File: config.mk
export PLATFORM = sky130hd
export DESIGN_NAME = spi_mux_n
export DESIGN_NICKNAME = d
export VERILOG_FILES = /design/src/rtl/spi_mux_n.sv
export SDC_FILE = /design/constraint.sdc
export NUM_CORES = 1
export LEC_CHECK = 0
export BUFFER_PORTS_ARGS = -buffer_cell sky130_fd_sc_hd__buf_2
export CAP_MARGIN = 15
export CORE_MARGIN = 3
export CORE_UTILIZATION = 59
export DETAILED_ROUTE_END_ITERATION = 8
export PLACE_DENSITY = 0.82
export SYNTH_ARGS = -nofsm -noshare
export SYNTH_HDL_FRONTEND = slang
export SYNTH_SLANG_ARGS = --single-unit
File: constraint.sdc
create_clock -name s_sclk -period 4.4 [get_ports s_sclk]
set_clock_uncertainty 0.05 [all_clocks]
set_input_delay 0.44 -clock s_sclk [delete_from_list [all_inputs] [get_ports s_sclk]]
set_output_delay 0.44 -clock s_sclk [all_outputs]
set_load 0.03 [all_outputs]
File: src/rtl/spi_mux_n.sv
// spi_mux_n: SPI mode-3 (CPOL=1, CPHA=1) multiplexer routing one upstream
// slave interface to one of NPORTS downstream devices. The first byte of a
// transaction is the port address; GAP_BYTES turnaround bytes follow, then
// the selected port is connected combinationally for the rest of the
// transaction. MISO carries MUX_ID during the address byte and an echo of
// the address (or 8'hFF if invalid) during each turnaround byte.
// Optional feature macro: SPI_MUX_BCAST_EN (address 8'hFF selects all ports,
// MISO becomes the AND of every port's MISO).
// Clocked by s_sclk on both edges; s_ss high is an asynchronous reset.
module spi_mux_n #(
  parameter int unsigned NPORTS    = 4,
  parameter int unsigned GAP_BYTES = 1,
  parameter logic [7:0]  MUX_ID    = 8'hA5
) (
  input  logic              s_sclk,
  input  logic              s_ss,
  input  logic              s_mosi,
  output logic              s_miso,
  output logic [0:NPORTS-1] m_ss,
  output logic [0:NPORTS-1] m_sclk,
  output logic [0:NPORTS-1] m_mosi,
  input  logic [0:NPORTS-1] m_miso
);

  localparam int unsigned HDR_LEN = 8 * (1 + GAP_BYTES);
  localparam int unsigned CNT_W   = $clog2(HDR_LEN + 1);

  localparam logic [CNT_W-1:0] CNT_ADDR_LAST = CNT_W'(7);
  localparam logic [CNT_W-1:0] CNT_GAP_LAST  = CNT_W'(HDR_LEN - 1);
  localparam logic [CNT_W-1:0] CNT_PASS      = CNT_W'(HDR_LEN);

  typedef enum logic [1:0] {
    HDR_ADDR,
    HDR_GAP,
    PASS
  } state_e;

  state_e            state_q, state_d;
  logic [CNT_W-1:0]  cnt_q, cnt_d;
  logic [6:0]        shift_q, shift_d;
  logic [7:0]        addr_q, addr_d;
  logic              miso_q, miso_d;

  logic [7:0]        echo;
  logic [0:NPORTS-1] sel;
  logic              pass_miso;

  // Header sequencing: rising-edge count, address shift/capture, state.
  always_comb begin
    // NOTE: every signal written here gets a default first, so no latch is inferred.
    state_d = state_q;
    cnt_d   = cnt_q;
    shift_d = shift_q;
    addr_d  = addr_q;

    // Counter saturates at HDR_LEN so arbitrarily long transfers never wrap.
    if (cnt_q != CNT_PASS) begin
      cnt_d = cnt_q + CNT_W'(1);
    end

    case (state_q)
      HDR_ADDR: begin
        if (cnt_q == CNT_ADDR_LAST) begin
          addr_d  = {shift_q, s_mosi};
          state_d = HDR_GAP;
        end else begin
          shift_d = {shift_q[5:0], s_mosi};
        end
      end
      HDR_GAP: begin
        if (cnt_q == CNT_GAP_LAST) begin
          state_d = PASS;
        end
      end
      default: ;
    endcase
  end

  // Header state registers, advanced on upstream rising edges.
  always_ff @(posedge s_sclk or posedge s_ss) begin
    if (s_ss) begin
      state_q <= HDR_ADDR;
      cnt_q   <= '0;
      shift_q <= '0;
      addr_q  <= '0;
    end else begin
      // NOTE: non-blocking assignments so every flop samples pre-edge values.
      state_q <= state_d;
      cnt_q   <= cnt_d;
      shift_q <= shift_d;
      addr_q  <= addr_d;
    end
  end

  // Echo byte and header MISO bit for the upcoming rising edge.
  always_comb begin
    // Address 0 and 1..NPORTS echo back verbatim; everything else reads 8'hFF
    // (which also covers the broadcast address when enabled).
    echo = (32'(addr_q) <= NPORTS) ? addr_q : 8'hFF;
    case (state_q)
      HDR_ADDR: miso_d = MUX_ID[~cnt_q[2:0]];
      HDR_GAP:  miso_d = echo[~cnt_q[2:0]];
      default:  miso_d = 1'b0;
    endcase
  end

  // Header MISO changes only on falling edges (setup for the next rising edge).
  always_ff @(negedge s_sclk or posedge s_ss) begin
    if (s_ss) begin
      miso_q <= 1'b0;
    end else begin
      miso_q <= miso_d;
    end
  end

  // Port decode in PASS and pass-through MISO selection.
  always_comb begin
    sel       = '0;
    pass_miso = 1'b0;
    if (state_q == PASS) begin
      for (int unsigned i = 0; i < NPORTS; i++) begin
        if (addr_q == 8'(i + 1)) begin
          sel[i]    = 1'b1;
          pass_miso = m_miso[i];
        end
      end
`ifdef SPI_MUX_BCAST_EN
      if (addr_q == 8'hFF) begin
        sel       = '1;
        pass_miso = &m_miso;
      end
`endif
    end
  end

  // Downstream drive: selected ports follow upstream select/clock, idle ports
  // are held deselected with clock high. Selection only changes while s_sclk
  // is high (after a rising edge) or on reset, so m_sclk cannot glitch.
  always_comb begin
    for (int unsigned i = 0; i < NPORTS; i++) begin
      m_ss[i]   = sel[i] ? s_ss   : 1'b1;
      m_sclk[i] = sel[i] ? s_sclk : 1'b1;
    end
    m_mosi = {NPORTS{s_mosi}};
    s_miso = s_ss ? 1'b0 : ((state_q == PASS) ? pass_miso : miso_q);
  end

endmodule

==> results of run 1 <==
[kinds of logic (layout without fill, tap and decap cells)]
family	count (synthesis)	count (layout)	share of synthesized area
adder cells (fa/ha/maj)	3	3	0.0307
flip-flops	23	23	0.470
XOR/XNOR	4	4	0.0286
AND/OR/NAND/NOR	30	30	0.172
AO/OA/AOI/OAI	9	9	0.0573
buffers and inverters	13	46	0.0552
multiplexers	18	18	0.186
[final cells by class]
| class | instances | area share |
|---|---|---|
| multi-input cells | 64 | 0.401 |
| flip-flops and latches | 23 | 0.397 |
| clock buffers | 23 | 0.104 |
| repair buffers | 16 | 0.0570 |
| well taps | 25 | 0.0216 |
| inverters | 6 | 0.0155 |
| clock inverters | 1 | 0.00345 |
[stage by stage]
step,std cells,setup WS (ps),area (sq um),utilization,power (mW)
2_1_floorplan,100,671,1220,-,0.257
3_3_place_gp,138,647,1310,0.714,0.264
3_5_place_dp,138,590,1310,0.714,0.266
4_1_cts,158,357,1450,0.788,0.519
5_1_grt,158,326,1450,0.788,0.538
6_report,158,397,1450,0.788,0.509
[worst register-to-register path, delay by kind of cell (launching register included)]
| family | cells | cell delay [ps] |
|---|---|---|
| compound gates | 2 | 440 |
| flops | 1 | 400 |
| simple gates | 1 | 590 |
[flip-flops by register name (all words and copies together), names as in the netlist]
| register | cells |
|---|---|
| miso_q | 1 |
| state_q | 2 |
| shift_q | 7 |
| cnt_q | 5 |
| addr_q | 8 |
[layout by cell type (no fill, tap or decap), drive strengths merged]
cell,count
a21o,1
a311o,1
a311oi,1
a32o,1
a41oi,1
and3,1
buf,20
clkbuf,19
clkinv,1
dfrtn,1
dfrtp,22
ha,3
inv,6
mux2,17
mux2i,1
nand2,5
nand2b,3
nand3,3
nand3b,2
nand4,2
nor2,7
nor4,3
nor4b,1
o211ai,1
o21ai,2
o21bai,1
or4,1
or4bb,2
xnor2,4
[layer usage]
metal / global-route usage / up-vias / wire length (microns)
li1: - / 420 / -
met1: 0.286 / 438 / 1130
met2: 0.367 / 61 / 1300
met3: 0.120 / 19 / 205
met4: 0.393 / 0 / 167
met5: 0 / - / 0
[final timing paths]
path | slack [ps] | to
setup / recovery | 400 | m_sclk[1]
hold / removal | 80 | cnt_q[0]
setup reg to reg | 560 | miso_q
hold reg to reg | 480 | addr_q[7]
max in group asynchronous | 2240 | miso_q
min in group s_sclk | 240 | shift_q[0]
[power by group through the flow]
| stage | Combinational [mW] | Sequential, mW | Clock (mW) |
|---|---|---|---|
| final | 0.0301 | 0.227 | 0.251 |
| after global routing | 0.0329 | 0.228 | 0.277 |
| after CTS | 0.0304 | 0.227 | 0.262 |
| after detailed placement | 0.0298 | 0.231 | 0.00559 |
| after global placement | 0.0285 | 0.230 | 0.00560 |
| after floorplan | 0.0250 | 0.227 | 0.00542 |
==> qor.txt, run 1 <==
number of fill cells = 113
routed wire length = 2810 microns
Post-Synthesis Cells = 100
Avg WL per Cell = 17.8 microns
main area contributors after synthesis = dfrtp_1 (45%), mux2_2 (9.2%), mux2_4 (8.6%)
Least-Margin Pin Slew = 519 ps
Switching Fraction = 0.273
clk_lat worst skew = 430 ps
initial antenna violation count = 0
Worst-path clk slew = 130 ps
cts hold-fix bufs = 0
Final Hold Vio Count = 0
starting density of the core = 0.665
critical path arrival = 3510 ps
worst min path class = input port to asynchronous set/reset pin
Mapped Area = 1220 sq um
CP bufs+invs = 8
Synth Net Count = 110
Internal Power = 0.370 mW
post-synth cell types = 30
Peak VDD IR = 0.247 mV
die height = 51.5 microns
diode count = 0
Synth top area share = 0.450
I/O pin total = 20
Initial DRC Count = 19
RSZ-0062 raised after global routing = false
GPL Wtd Cong = 0.766
critical path class = clock port to output pin
CP required = 3910 ps
Clk pwr share = 0.495
Mapped Avg Cell Area = 12.2 sq um
Crit. Startpoint = s_sclk
CP Depth = 10
Worst setup EP type = output pin
Slew Limit Fails = 0
port bufs = 19
status = complete, no violations
r2r worst-path depth = 3
post-CTS setup buffer count = 0
pwr/cell area = 351 nW/um^2
part of the Yosys area used for sequential elements = 0.470
Synth Flop Type = dfrtp_1
maximum capacitance violations = 0
DRC viols = 0
switching pwr = 0.139 mW
Post-synth EDFFs = 0
sequential cell fraction of total power = 0.446
Crit path max-delay family = buffers and inverters
static leakage = 0.674 nW
CP dominant cell by count = clkbuf_4
Crit-path slowest cell = buf_2
GRT Util Overall = 0.281
Synth Register Bits = 23
Core ar. = 1840 sq um
CP Cell Sequence = clkbuf_4, clkbuf_4, clkbuf_4, clkbuf_4, clkbuf_4, nor2_1, clkbuf_4, clkbuf_4, nand3b_1, buf_2
RR Startpoint = addr_q[4]
most common cell in the netlist = dfrtp_1
Die Area = 2660 sq um
layout cells sized above 1 = 0.436
Synth area leader = dfrtp_1
Worst Hold Slack = 76.7 ps
post-route setup TNS = 0 ps
Post-CTS Resized = 0
post-route ant nets = 0
first-pass GRT wire length = 4900 microns
clock tree from TritonCTS = built
Sequential Area = 576 sq um
Worst setup SP type = clock port
total number of vias = 938
Slew Limit Headroom = 0.654
footprint of the multi-input gates = 581 sq um
# setup viols final = 0
total grt overflow = 0
net count reported at finish = 141
worst-path maximum fanout = 2
yosys warns = 0
die width = 51.5 microns
Post-synth ARST share = 1.00
combinational power share = 0.059
Area growth, synth to finish = 18.4%
DP HPWL = 1730 microns
DRT Pass-1 Iters = 4
largest net degree at the start of global routing = 24
Std-Cell Rows = 15
vias in the first global route = 1081
via/cell ratio = 5.94
CP max stage delay = 210 ps
Commonest cells post-synth = dfrtp_1 (22), mux2_2 (10), mux2_4 (7), nor2_1 (7), inv_1 (6)
No activity file was read; power rests on OpenSTA's default activity.
==> inputs of run 2 (changes only) <==
--- a/config.mk
+++ b/config.mk
@@ -5,11 +5,12 @@
 export SDC_FILE = /design/constraint.sdc
 export NUM_CORES = 1
 export LEC_CHECK = 0
-export BUFFER_PORTS_ARGS = -buffer_cell sky130_fd_sc_hd__buf_2
+export BUFFER_PORTS_ARGS = -buffer_cell sky130_fd_sc_hd__buf_4
 export CAP_MARGIN = 15
 export CORE_MARGIN = 3
 export CORE_UTILIZATION = 59
 export DETAILED_ROUTE_END_ITERATION = 8
+export GPL_ROUTABILITY_DRIVEN = 0
 export PLACE_DENSITY = 0.82
 export SYNTH_ARGS = -nofsm -noshare
 export SYNTH_HDL_FRONTEND = slang
==> run 2 against run 1 <==
  * Worst setup slack better by 42 ps
  * Critical endpoint unchanged
  * Largest cell class unchanged
  * Die area unchanged
  * Register-to-register slack worse by 30 ps
==> qor.txt, run 2 (synthesis results as in run 1) <==
status = complete, no violations
critical path class = clock port to output pin
DRC viols = 0 (unchanged)
DRT Pass-1 Iters = 4 (unchanged)
Post-CTS Resized = 0 (unchanged)
total number of vias = 939 (+0.11%)
combinational power share = 0.063 (+0.004)
Crit path max-delay family = buffers and inverters
routed wire length = 2690 microns (-4.2%)
GRT Util Overall = 0.258 (-0.0237)
worst-path maximum fanout = 2 (unchanged)
Die Area = 2660 sq um (unchanged)
worst min path class = input port to asynchronous set/reset pin
maximum capacitance violations = 0 (unchanged)
Clk pwr share = 0.499 (+0.004)
Largest register FFs = 8 (unchanged)
Initial DRC Count = 9 (-10)
cts hold-fix bufs = 0 (unchanged)
port bufs = 19 (unchanged)
clk_lat worst skew = 440 ps (about the same)
post-route ant nets = 0 (unchanged)
static leakage = 0.694 nW (+2.9%)
Worst setup SP type = clock port
Worst-path clk slew = 140 ps (about the same)
Peak VDD IR = 0.287 mV (+16%)
CP max stage delay = 190 ps (-20 ps)
switching pwr = 0.144 mW (+3.8%)
# setup viols final = 0 (unchanged)
Area growth, synth to finish = 22.5%
Avg WL per Cell = 17.0 microns (-4.2%)
Switching Fraction = 0.278 (+0.00545)
Slew Limit Headroom = 0.660 (+0.00620)
CP bufs+invs = 8 (unchanged)
Slew Limit Fails = 0 (unchanged)
Worst setup EP type = output pin
total grt overflow = 0 (unchanged)
initial antenna violation count = 0 (unchanged)
diode count = 0 (unchanged)
sequential cell fraction of total power = 0.438 (-0.008)
first-pass GRT wire length = 4510 microns (-7.9%)
pwr/cell area = 345 nW/um^2 (-1.6%)
post-CTS setup buffer count = 0 (unchanged)
largest net degree at the start of global routing = 24 (unchanged)
layout cells sized above 1 = 0.436 (unchanged)
Largest Register = addr_q
DP HPWL = 1530 microns (-11%)
CP dominant cell by count = clkbuf_4
die width = 51.5 microns (unchanged)
placed inst area = 1360 sq um (+3.6%)
post-route setup TNS = 0 ps (unchanged)
CP Cell Sequence = clkbuf_4, clkbuf_4, clkbuf_4, clkbuf_4, clkbuf_4, nor2_1, clkbuf_4, clkbuf_4, nand3b_1, buf_4
post-route cell area = 1500 sq um (+3.5%)
Final Hold Vio Count = 0 (unchanged)
Core ar. = 1840 sq um (unchanged)
Crit-path slowest cell = buf_4
Std-Cell Rows = 15 (unchanged)
Least-Margin Pin Slew = 510 ps (-9.29 ps)
CP required = 3910 ps (about the same)
Internal Power = 0.373 mW (+1.0%)
via/cell ratio = 5.94 (+0.11%)
critical path arrival = 3470 ps (-40 ps)
starting density of the core = 0.665 (unchanged)
net count reported at finish = 141 (unchanged)
RSZ-0062 raised after global routing = false
commonest non-fill, non-tap cell in the layout = dfrtp_1
largest registers = addr_q (8), shift_q (7), cnt_q (5)
vias in the first global route = 1064 (-1.6%)
clock tree from TritonCTS = built
I/O pin total = 20 (unchanged)
die height = 51.5 microns (unchanged)
Finished Core Util = 0.815 (+0.0272)
most frequent cells in the layout = dfrtp_1 (22), buf_4 (20), clkbuf_4 (16)
## run 2: cell count changes in the layout (fill, tap and decap cells not counted)
cell,before,now
buf_2,19,0
buf_4,1,20
clkinv_2,1,0
clkinvlp_4,0,1
## run 2: final timing paths
check | start | end | depth (start not counted) | slack [ps]
max reg2reg | addr_q[4] | miso_q | 3 | 530
max in group asynchronous | s_ss | miso_q | 2 | 2270
min | s_ss | cnt_q[4] | 3 | 40
max | s_sclk | m_sclk[1] | 10 | 440
min reg2reg | addr_q[5] | addr_q[5] | 1 | 490
min in group s_sclk | s_mosi | shift_q[0] | 2 | 230
## run 2: power by group through the flow
stage	logic [mW]	registers [mW]	clock network, mW
CTS	0.0330	0.226	0.266
detailed placement	0.0324	0.230	0.00572
finish	0.0327	0.227	0.258
global placement	0.0313	0.230	0.00572
floorplan	0.0250	0.227	0.00542
global route	0.0355	0.228	0.280
## run 2: final cells by class
type	instances	area (sq um)
Multi-Input combinational cell	64	581
Sequential cell	23	576
Fill cell	104	340
Clock buffer	23	161
Timing Repair Buffer	16	120
Tap cell	25	31.3
Inverter	6	22.5
Clock inverter	1	7.51
## run 2: metal layers
metal,vias up,part of all wire,GRT usage
li1,420,-,-
met5,-,0,0
met2,66,0.43,0.331
met3,12,0.11,0.175
met4,0,0.034,0.284
met1,441,0.42,0.257
## run 2: tightest hold or removal path: stages
cell	delay, ps
buf_4	130
inv_1	70
buf_4	300
## run 2: per-stage QoR
stage | worst slack [ps] | hold WS (ps) | instances | power, mW
2_1_floorplan | 671 | 400 | 100 | 0.257
5_1_grt | 382 | 32.9 | 158 | 0.543
3_3_place_gp | 656 | 438 | 138 | 0.267
6_report | 439 | 37.1 | 158 | 0.517
4_1_cts | 413 | 32.9 | 158 | 0.525
3_5_place_dp | 555 | 449 | 138 | 0.268
